===== config.mk =====
export PLATFORM = sky130hd
export DESIGN_NAME = iohub_frame_rx
export DESIGN_NICKNAME = d
export VERILOG_FILES = /design/src/rtl/iohub_pkg.sv /design/src/rtl/iohub_byte_timer.sv /design/src/rtl/iohub_frame_rx.sv
export SDC_FILE = /design/constraint.sdc
export NUM_CORES = 1
export LEC_CHECK = 0
export ABC_AREA = 1
export ABC_CLOCK_PERIOD_IN_PS = 3630
export BUFFER_PORTS_ARGS = -buffer_cell sky130_fd_sc_hd__buf_2
export CORE_MARGIN = 5
export CORE_UTILIZATION = 58
export CTS_CLUSTER_SIZE = 14
export DETAILED_ROUTE_END_ITERATION = 7
export GPL_ROUTABILITY_DRIVEN = 0
export GPL_TIMING_DRIVEN = 0
export PLACE_DENSITY = 0.81
export SYNTH_ARGS = -nofsm -noshare
export SYNTH_HDL_FRONTEND = slang
export SYNTH_SLANG_ARGS = --single-unit

===== constraint.sdc =====
create_clock -name clk_cmt -period 3.63 [get_ports clk_cmt]
set_clock_uncertainty 0.05 [all_clocks]
set_input_delay 0.1815 -clock clk_cmt [delete_from_list [all_inputs] [get_ports clk_cmt]]
set_output_delay 0.1815 -clock clk_cmt [all_outputs]
set_load 0.02 [all_outputs]

===== src/rtl/iohub_pkg.sv =====
// Shared command bytes and FSM encoding for the IO hub frame receiver.
// Pure declarations; no logic, no latency, no flow control.
package iohub_pkg;

    localparam logic [7:0] CMD_WR   = 8'h80;
    localparam logic [7:0] CMD_ADDR = 8'h81;
    localparam logic [7:0] CMD_STS  = 8'h40;
    localparam logic [7:0] CMD_RDY  = 8'h20;

    localparam logic [1:0] ST_IDLE = 2'd0;
    localparam logic [1:0] ST_ADDR = 2'd1;
    localparam logic [1:0] ST_DATA = 2'd2;

    function automatic int max2(input int a, input int b);
        return (a > b) ? a : b;
    endfunction

endpackage


===== src/rtl/iohub_byte_timer.sv =====
// Inter-byte watchdog: expire_o pulses when en_i has been held for TIMEOUT_CYC cycles without clr_i.
// Expire is combinational from the count; no backpressure.
module iohub_byte_timer #(
    parameter int TIMEOUT_CYC = 50000
) (
    input  logic clk_cmt,
    input  logic rst,
    input  logic clr_i,
    input  logic en_i,
    output logic expire_o
);

    localparam int CW = $clog2(TIMEOUT_CYC + 1);

    logic [CW-1:0] cnt_q, cnt_d;

    // A clear in the expiring cycle wins: the byte arrived just in time.
    always_comb begin
        cnt_d    = cnt_q;
        expire_o = 1'b0;
        if (clr_i || !en_i) begin
            cnt_d = '0;
        end else if (cnt_q == CW'(TIMEOUT_CYC - 1)) begin
            expire_o = 1'b1;
            cnt_d    = '0;
        end else begin
            cnt_d = cnt_q + CW'(1);
        end
    end

    always_ff @(posedge clk_cmt) begin
        if (rst) cnt_q <= '0;
        else     cnt_q <= cnt_d;
    end

endmodule


===== src/rtl/iohub_frame_rx.sv =====
// UART byte stream -> framed single-beat bus writes; stb_o one cycle after the last data byte.
// A word completing while a request is still unacknowledged is dropped and flagged in ovf_o.
module iohub_frame_rx
    import iohub_pkg::*;
#(
    parameter int DATA_W      = 16,
    parameter int ADDR_W      = 16,
    parameter int TIMEOUT_CYC = 50000
) (
    input  logic              clk_cmt,
    input  logic              rst,
    input  logic              rx_valid_i,
    input  logic [7:0]        rx_byte_i,
    input  logic              rx_err_i,
    input  logic              clr_i,
    output logic              stb_o,
    output logic              we_o,
    output logic [ADDR_W-1:0] addr_o,
    output logic [DATA_W-1:0] dat_o,
    input  logic              ack_i,
    output logic              busy_o,
    output logic              sts_o,
    output logic              rdy_o,
    output logic              err_o,
    output logic              ovf_o
);

    localparam int NA   = ADDR_W / 8;
    localparam int NB   = DATA_W / 8;
    localparam int MAXB = max2(NA, NB);
    localparam int CW   = $clog2(MAXB + 1);
    localparam int AW   = max2(DATA_W, ADDR_W);

    logic [1:0]        state_q, state_d;
    logic [CW-1:0]     cnt_q, cnt_d;
    logic [AW-1:0]     asm_q, asm_d, asm_nx;
    logic [ADDR_W-1:0] ptr_q, ptr_d;
    logic              stb_q, stb_d;
    logic [ADDR_W-1:0] addr_q, addr_d;
    logic [DATA_W-1:0] dat_q, dat_d;
    logic              sts_q, sts_d, rdy_q, rdy_d, err_q, err_d, ovf_q, ovf_d;
    logic              sts_set, rdy_set, ovf_set, word_done;
    logic [CW-1:0]     last_cnt;
    logic              expire;

    iohub_byte_timer #(
        .TIMEOUT_CYC (TIMEOUT_CYC)
    ) u_timer (
        .clk_cmt  (clk_cmt),
        .rst      (rst),
        .clr_i    (rx_valid_i),
        .en_i     (state_q != ST_IDLE),
        .expire_o (expire)
    );

    assign asm_nx   = (asm_q << 8) | AW'(rx_byte_i);
    assign last_cnt = (state_q == ST_ADDR) ? CW'(NA - 1) : CW'(NB - 1);

    always_comb begin
        state_d   = state_q;
        cnt_d     = cnt_q;
        asm_d     = asm_q;
        ptr_d     = ptr_q;
        stb_d     = stb_q;
        addr_d    = addr_q;
        dat_d     = dat_q;
        err_d     = 1'b0;
        sts_set   = 1'b0;
        rdy_set   = 1'b0;
        ovf_set   = 1'b0;
        word_done = 1'b0;

        if (stb_q && ack_i) stb_d = 1'b0;

        case (state_q)
            ST_IDLE: begin
                if (rx_err_i) err_d = 1'b1;
                if (rx_valid_i) begin
                    cnt_d = '0;
                    case (rx_byte_i)
                        CMD_WR:   state_d = ST_DATA;
                        CMD_ADDR: state_d = ST_ADDR;
                        CMD_STS:  sts_set = 1'b1;
                        CMD_RDY:  rdy_set = 1'b1;
                        default:  err_d   = 1'b1;
                    endcase
                end
            end
            ST_ADDR, ST_DATA: begin
                if (rx_err_i || expire) begin
                    err_d   = 1'b1;
                    state_d = ST_IDLE;
                    cnt_d   = '0;
                end else if (rx_valid_i) begin
                    asm_d = asm_nx;
                    if (cnt_q == last_cnt) begin
                        state_d = ST_IDLE;
                        cnt_d   = '0;
                        if (state_q == ST_ADDR) ptr_d = asm_nx[ADDR_W-1:0];
                        else                    word_done = 1'b1;
                    end else begin
                        cnt_d = cnt_q + CW'(1);
                    end
                end
            end
            default: state_d = ST_IDLE;
        endcase

        // A same-cycle ack frees the output register for the new word.
        if (word_done) begin
            if (!stb_q || ack_i) begin
                stb_d  = 1'b1;
                dat_d  = asm_nx[DATA_W-1:0];
                addr_d = ptr_q;
                ptr_d  = ptr_q + ADDR_W'(1);
            end else begin
                ovf_set = 1'b1;
            end
        end

        sts_d = (sts_q & ~clr_i) | sts_set;
        rdy_d = (rdy_q & ~clr_i) | rdy_set;
        ovf_d = (ovf_q & ~clr_i) | ovf_set;
    end

    always_ff @(posedge clk_cmt) begin
        if (rst) begin
            state_q <= ST_IDLE;
            cnt_q   <= '0;
            asm_q   <= '0;
            ptr_q   <= '0;
            stb_q   <= 1'b0;
            addr_q  <= '0;
            dat_q   <= '0;
            sts_q   <= 1'b0;
            rdy_q   <= 1'b0;
            err_q   <= 1'b0;
            ovf_q   <= 1'b0;
        end else begin
            state_q <= state_d;
            cnt_q   <= cnt_d;
            asm_q   <= asm_d;
            ptr_q   <= ptr_d;
            stb_q   <= stb_d;
            addr_q  <= addr_d;
            dat_q   <= dat_d;
            sts_q   <= sts_d;
            rdy_q   <= rdy_d;
            err_q   <= err_d;
            ovf_q   <= ovf_d;
        end
    end

    assign stb_o  = stb_q;
    assign we_o   = stb_q;
    assign addr_o = addr_q;
    assign dat_o  = dat_q;
    assign busy_o = (state_q != ST_IDLE);
    assign sts_o  = sts_q;
    assign rdy_o  = rdy_q;
    assign err_o  = err_q;
    assign ovf_o  = ovf_q;

endmodule


==> results of run 1 <==
## registers in the layout, indices dropped and copies added (netlist names), 2 cells and up
signal         count
u_timer.cnt_q     16
ptr_q             16
dat_o             16
state_q            2
addr_o            16
asm_q              8
cnt_q              2
## final cells by class
cell class,instances,area share
multi-input cells,333,0.397
flip-flops and latches,81,0.378
repair buffers,51,0.0596
inverters,66,0.0578
clock buffers,9,0.0289
plain buffers,22,0.0286
clock inverters,7,0.0274
well taps,77,0.0225
## metal layers
metal | vias up | part of all wire | track usage
li1 | 1756 | - | -
met1 | 1615 | 0.43 | 0.282
met2 | 109 | 0.48 | 0.389
met3 | 17 | 0.071 | 0.0726
met4 | 0 | 0.020 | 0.0844
met5 | - | 0 | 0
## cell families (layout without fill, tap and decap cells)
group                    Yosys count  count (layout)  share of synthesized area
flip-flops                        81              81                      0.439
AO/OA/AOI/OAI                    117             117                      0.164
adder cells (fa/ha/maj)            5               5                     0.0169
AND/OR/NAND/NOR                  200             200                      0.254
XOR/XNOR                          11              11                     0.0261
buffers and inverters             88             155                      0.100
## placed cells by master (no fill, tap or decap), drive strengths merged
cell type / count
o21ai: 49
nor2: 52
nand3: 30
o22ai: 1
bufinv: 3
nand2: 87
a2bb2oi: 2
clkinv: 3
or2: 3
xor2: 11
o21a: 1
nor3b: 6
nor3: 10
inv: 67
dfxtp: 81
a22oi: 1
buf: 66
a21oi: 61
nor4: 3
nand4: 9
ha: 5
o21bai: 2
clkbuf: 16
## metrics by stage
step	hold slack [ps]	worst slack, ps	cell area (µm²)	utilization
2_1_floorplan	299	1960	3690	-
3_3_place_gp	378	1780	4040	0.644
3_5_place_dp	384	1700	4040	0.644
4_1_cts	88.4	1640	4290	0.683
5_1_grt	109	1440	4290	0.683
6_report	93.4	1610	4290	0.683
## power breakdown
group          switching (µW)  internal (µW)  total [µW]
logic                     239            113         352
registers                28.6            933         962
clock network             339            458         797
total                     607           1500        2110
## critical path: stages (launching register included)
cell,delay [ps]
dfxtp_1,340
inv_1,80
ha_1,260
nor2_1,130
nand3_4,140
nand3_2,110
nor2_1,210
buf_2,260
nand2_1,130
nand3_1,110
a21oi_1,60
## final timing paths
path | slack, ps | depth (start not counted) | from | to
worst max-delay path | 1610 | 10 | state_q[1]$_SDFFE_PP0P_ | ptr_q[12]$_SDFF_PP0_
worst min-delay path | 90 | 3 | rx_byte_i[3] | dat_o[3]$_SDFFE_PP0P_
worst max register to register | 1610 | 10 | state_q[1]$_SDFFE_PP0P_ | ptr_q[12]$_SDFF_PP0_
worst min register to register | 400 | 2 | cnt_q[1]$_SDFFE_PP0P_ | cnt_q[1]$_SDFFE_PP0P_
==> metrics.md, run 1 <==
| Metric | Value |
|---|---|
| Die H | `around 90 µm` |
| TNS Setup | `0 ps` |
| Least-Margin Pin Slew | `a little under 600 ps` |
| Multi-input logic area | `1700 µm²` |
| Root cell of the clock tree | `clkbuf_8` |
| Worst VDD drop | `between 0.3 and 0.4 mV` |
| Hold Path Class | `in2reg` |
| Clock transition at path regs | `90 ps` |
| Yosys cell types | `33` |
| DRC viols | `0` |
| CTS H-tree depth | `3` |
| Synth Register Bits | `81` |
| Area contributors post-synth | `dfxtp_1 (44%), nand2_1 (8.7%), a21oi_1 (8.3%)` |
| Most frequent cell after synthesis | `nand2_1` |
| Largest net degree at the start of global routing | `15` |
| Status | `completed` |
| Pwr Total | `roughly 2100 µW` |
| Seq/Total Area, Yosys | `0.439` |
| Fin. max-slew vios | `0` |
| Synth Flop Type | `dfxtp_1` |
| Fin cells | `about 650` |
| Storage cell area | `~1600 µm²` |
| Setup Crit Path Kind | `reg2reg` |
| Layout area overhead | `16.1%` |
| HPWL after DPL | `6.68 mm` |
| CP endpoint kind | `flip-flop` |
| Avg Cell Area, Syn | `7.36 µm²` |
| Dpl cells | `between 600 and 700` |
| DR pass1 iterations | `5` |
| Final #Nets | `about 600` |
| Die X-Extent | `89.8 µm` |
| Worst-Skew Late Latency | `350 ps` |
| Post-synth EDFFs | `0` |
| DIE AREA | `8060 µm²` |
| Crit start category | `flip-flop` |
| Antenna Nets Post-Route | `0` |
| Gr ovfl total | `0` |
| Worst EP arrival | `between 2000 and 2500 ps` |
| Post-CTS Setup Inserts | `0` |
| Crit share post-route | `0.556` |
| Clk buf depth | `2` |
| Synth Warn # | `0` |
| Final WL | `just over 9 mm` |
| Critical Path Fanout Max | `10` |
| Crit path time final | `2020 ps` |
| Max-Slew Margin vs Limit | `0.615` |
| FILL cells | `roughly 550` |
| Initial DRC count | `roughly 220` |
| Crit path required time | `3800 ps` |
| Max-cap viol count | `0` |
| FP Rows | `29` |
| Hold Buf Count CTS | `0` |
| Antenna violations before repair | `0` |
| Post-synthesis instance total | `approximately 500` |
| First-pass GRT wire length | `15.8 mm` |
| Avg WL per Cell | `14.2 µm` |
| Net count after synthesis | `~520` |
| Area of the core | `6280 µm²` |
| ANT cells | `0` |
| Fin. Hold Viols | `0` |
| PortBufs | `between 50 and 60` |
| Clk sink count | `81` |
| Leading area contributor after synthesis | `dfxtp_1` |
| I/O pin cnt | `53` |
| Initial core utilization | `0.588` |
| GRT Total Usage | `0.233` |
| Via count | `around 3500` |
| CTS tree | `done` |
| Pwr dens | `around 500 nW/µm²` |
| RSZ-0062 raised after global routing | `no` |
| Layout cells sized above 1 | `0.170` |
| Asr flop ratio synth | `0` |
| Final Setup Violations | `0` |
| Peak Freq | `about 0.50 GHz` |
| Mapped Area | `roughly 3700 µm²` |
| CTS resizes | `0` |
| CTS Buf Count | `9` |
| Vias per Instance | `around 5.4` |
| Pleak | `between 0.0015 and 0.002 µW` |
| Post-synth top cells | `nand2_1 (86), dfxtp_1 (81), inv_1 (65)` |
| Top-area cell type share of the netlist area | `0.439` |
| Vias in the first global route | `3429` |
Note: power is estimated with default switching activity, not from simulation.
==> run 2: changes to the inputs <==
- ABC_AREA: 1 -> 0
- ABC_CLOCK_PERIOD_IN_PS: 3630 -> 2000
- CORE_UTILIZATION: 58 -> 56
- PLACE_DENSITY: 0.81 -> 0.79
- clock period: 3.63 -> 2 ns (I/O delays scaled with it)
==> run 2 against run 1 <==
  * The flow now finishes with violations (negative setup slack)
  * Routed wire length increased by 11%
  * Sequential share of layout area fell by 3.6 points
  * Core utilization increased by 7.8 points
  * Critical path type unchanged
  * Setup slack worse by 1800 ps
  * Non-clock buffer count is 30 higher
  * Highest routed layer unchanged
  * Largest power group unchanged
  * Clock power is 53% higher
  * Total power up 39%
  * First-iteration DRC count grew 76%
  * Critical path depth is 2 lower
  * Combinational power down 72%
  * Fmax is 6.3% lower
  * Synthesized area is 3.9% lower
==> metrics.md, run 2 <==
| Metric | Value |
|---|---|
| Antenna violations before repair | `0 (unchanged)` |
| Hold Path Origin | `ack_i` |
| Comb power frac | `0.034 (-0.133)` |
| PortBufs | `49 (-3.9%)` |
| Hold endpoint | `stb_o$_SDFF_PP0_` |
| Clk sink count | `81 (unchanged)` |
| Critical Path Fanout Max | `10 (unchanged)` |
| Commonest non-fill, non-tap cells in the layout | `dfxtp_1 (78), nand2_1 (74), buf_2 (49)` |
| Mapped Area | `3550 µm² (-3.9%)` |
| Fin. Hold Viols | `0 (unchanged)` |
| Avg Cell Area, Syn | `7.99 µm² (+8.7%)` |
| Most frequent cell after synthesis | `nand2_1` |
| I/O pin cnt | `53 (unchanged)` |
| Status | `complete, but fails checks` |
| Hold Path Class | `in2reg` |
| Crit path time final | `2150 ps (+136 ps)` |
| RSZ-0062 raised after global routing | `yes` |
| CP endpoint kind | `flip-flop` |
| Initial core utilization | `0.569 (-0.0194)` |
| Crit share post-route | `1.08 (+0.521)` |
| Synth Register Bits | `81 (unchanged)` |
| Least-Margin Pin Slew | `666 ps (+89.0 ps)` |
| Crit start category | `flip-flop` |
| Post-synthesis instance total | `444 (-12%)` |
| Setup Crit Path Kind | `reg2reg` |
| Commonest non-fill, non-tap cell in the layout | `dfxtp_1` |
| Synth Warn # | `0 (unchanged)` |
| DIE AREA | `8030 µm² (-0.38%)` |
| First-pass GRT wire length | `15.4 mm (-2.4%)` |
| Final WS setup | `-155 ps (-1770 ps)` |
| ANT cells | `0 (unchanged)` |
| FP Rows | `29 (unchanged)` |
| WHS | `63.2 ps (-30.1 ps)` |
| Worst R2R Setup Slack | `-150 ps (-1770 ps)` |
| Worst-Skew Late Latency | `360 ps (about the same)` |
| Avg WL per Cell | `16.7 µm (+17%)` |
| CTS Buf Count | `9 (unchanged)` |
| Worst EP arrival | `2390 ps (+200 ps)` |
| Violated checks | `negative setup slack` |
| Asr flop ratio synth | `0 (unchanged)` |
| Design internal power | `2240 µW (+49%)` |
| Layout area overhead | `33.7%` |
| Antenna Nets Post-Route | `0 (unchanged)` |
| Final Setup Violations | `28 (+28)` |
| R2R Path Start | `state_q[1]$_SDFFE_PP0P_` |
| Final WL | `10.2 mm (+11%)` |
| Post-synthesis adder-cell area fraction | `0.0176 (+0.000681)` |
| Pleak | `0.00176 µW (-6.7%)` |
| Crit path required time | `2230 ps (-1570 ps)` |
| Simple-Gate Fraction of Synth Area | `0.270 (+0.0158)` |
| Clock transition at path regs | `90 ps (about the same)` |
| Layout cells sized above 1 | `0.294 (+0.124)` |
| Post-synth EDFFs | `0 (unchanged)` |
| Post-synthesis compound-gate area fraction | `0.160 (-0.00400)` |
| XOR/XNOR Fraction of Synth Area | `0.0419 (+0.0159)` |
| Worst VDD drop | `0.455 mV (+38%)` |
| CTS tree | `done` |
| R2R cell count | `8 (-2)` |
| Post-synth top cells | `nand2_1 (96), dfxtp_1 (81), a21oi_1 (59)` |
| Gr ovfl total | `0 (unchanged)` |
| Peak Freq | `0.464 GHz (-6.3%)` |
| Vias in the first global route | `3254 (-5.1%)` |
| Sw Share | `0.238 (-0.0490)` |
| Via count | `3545 (+1.4%)` |
| Fin. max-slew vios | `0 (unchanged)` |
| Pre-CTS WS | `-471 ps (-2170 ps)` |
| GRT Total Usage | `0.251 (+0.0176)` |
| Seq/Total Area, Yosys | `0.457 (+0.0176)` |
| Clk buf depth | `2 (unchanged)` |
| Largest net degree at the start of global routing | `16 (+1)` |
| Die X-Extent | `89.6 µm (-0.19%)` |
| Die H | `89.6 µm (-0.19%)` |
| Pwr dens | `619 nW/µm² (+26%)` |
| Main combinational cell family by area after synthesis | `simple AND/OR/NAND/NOR gates` |
| Top-area cell type share of the netlist area | `0.457 (+0.0176)` |
| Final #Nets | `548 (-6.0%)` |
| Area contributors post-synth | `dfxtp_1 (46%), nand2_1 (10%), a21oi_1 (8.3%)` |
| Hold Path Depth | `3 (unchanged)` |
| Net count after synthesis | `463 (-11%)` |
| Area of the core | `6240 µm² (-0.58%)` |
| Clk pwr share | `0.417 (+0.039)` |
| Psw | `700 µW (+15%)` |
| FILL cells | `443 (-19%)` |
| HPWL after DPL | `6.37 mm (-4.7%)` |
| Leading area contributor after synthesis | `dfxtp_1` |
| Yosys cell types | `51 (+55%)` |
| Post-synthesis mux area share | `0.00564 (+0.00564)` |
| Vias per Instance | `5.80 (+7.2%)` |
| CTS H-tree depth | `3 (unchanged)` |
| Max-Slew Margin vs Limit | `0.556 (-0.0593)` |
| Register share of total power | `0.549 (+0.093)` |
| Max-cap viol count | `0 (unchanged)` |
| Synth Flop Type | `dfxtp_1` |
| DRC viols | `0 (unchanged)` |
| Root cell of the clock tree | `clkbuf_8` |
| Reg-to-reg endpoint | `ptr_q[11]$_SDFF_PP0_` |
| Initial DRC count | `389 (+76%)` |
| DR pass1 iterations | `5 (unchanged)` |
==> run 2: kinds of logic after synthesis <==
kind of cell	after synthesis
xor+xnor	17
simple gates	200
flops	81
compound gates	98
mux	2
fa+ha+maj	5
buf+inv	41
==> run 2: what timing repair did <==
| action | CTS | global route |
|---|---|---|
| cloned | 1 | 3 |
| buffers inserted | 9 | 6 |
| endpoints found under the setup margin | 60 | 61 |
| pin swaps | 6 | 28 |
| resized for setup | 26 | 90 |
| hold buffers | 8 | 0 |
| endpoints found under the hold margin | 16 | 0 |
==> run 2: cell type report <==
cell class / count / area (µm²) / area share
buffer: 28 / 208 / 0.0438
clock inverter: 7 / 78.8 / 0.0166
tap: 77 / 96.3 / 0.0203
multi-input combinational: 322 / 2040 / 0.429
timing repair buffer: 75 / 533 / 0.112
inverter: 12 / 45.0 / 0.00949
sequential: 81 / 1630 / 0.342
clock buffer: 9 / 124 / 0.0261
==> run 2: power groups by stage <==
| stage | Combinational [µW] | Sequential (µW) | Clock (µW) |
|---|---|---|---|
| 2_1_floorplan | 42.4 | 1650 | 0 |
| 5_1_grt | 106 | 1610 | 1330 |
| 6_report | 99.4 | 1610 | 1220 |
| 3_3_place_gp | 78.4 | 1650 | 0 |
| 3_5_place_dp | 79.6 | 1650 | 0 |
| 4_1_cts | 92.4 | 1610 | 1250 |
==> run 2: critical path, stage by stage (launching register included) <==
cell      delay (ps)
dfxtp_2          340
inv_2             50
ha_4             280
nand3b_1         100
or4_4            610
buf_4            210
a21oi_1          120
o21ai_0          120
a21oi_1          190
==> run 2: metrics by stage <==
stage               setup TNS (ps)  total power [µW]   util  instances  cell area, µm²
floorplan                        0              1700      -        444            3560
global placement            -10420              1730  0.626        570            3910
detailed placement          -12370              1730  0.626        570            3910
CTS                           -878              2950  0.698        604            4360
global route                 -4230              3050  0.761        611            4750
finish                       -1960              2940  0.761        611            4750
==> run 2: worst max path at each step <==
stage / startpoint / end / slack (ps) / cells after the start
finish: state_q[1]$_SDFFE_PP0P_ / ptr_q[11]$_SDFF_PP0_ / -150 / 8
global route: state_q[1]$_SDFFE_PP0P_ / ptr_q[11]$_SDFF_PP0_ / -240 / 8
CTS: state_q[1]$_SDFFE_PP0P_ / ptr_q[15]$_SDFF_PP0_ / -90 / 7
detailed placement: state_q[0]$_SDFFE_PP0P_ / ptr_q[6]$_SDFF_PP0_ / -470 / 7
global placement: state_q[0]$_SDFFE_PP0P_ / ptr_q[6]$_SDFF_PP0_ / -440 / 7
floorplan: state_q[0]$_SDFFE_PP0P_ / ptr_q[15]$_SDFF_PP0_ / 30 / 7
==> run 2: per-layer routing <==
metal / vias up / GRT usage / wire (µm)
met1: 1667 / 0.337 / 4340
met2: 165 / 0.393 / 4930
met5: - / 0 / 0
met3: 10 / 0.0657 / 789
li1: 1703 / - / -
met4: 0 / 0.0839 / 122
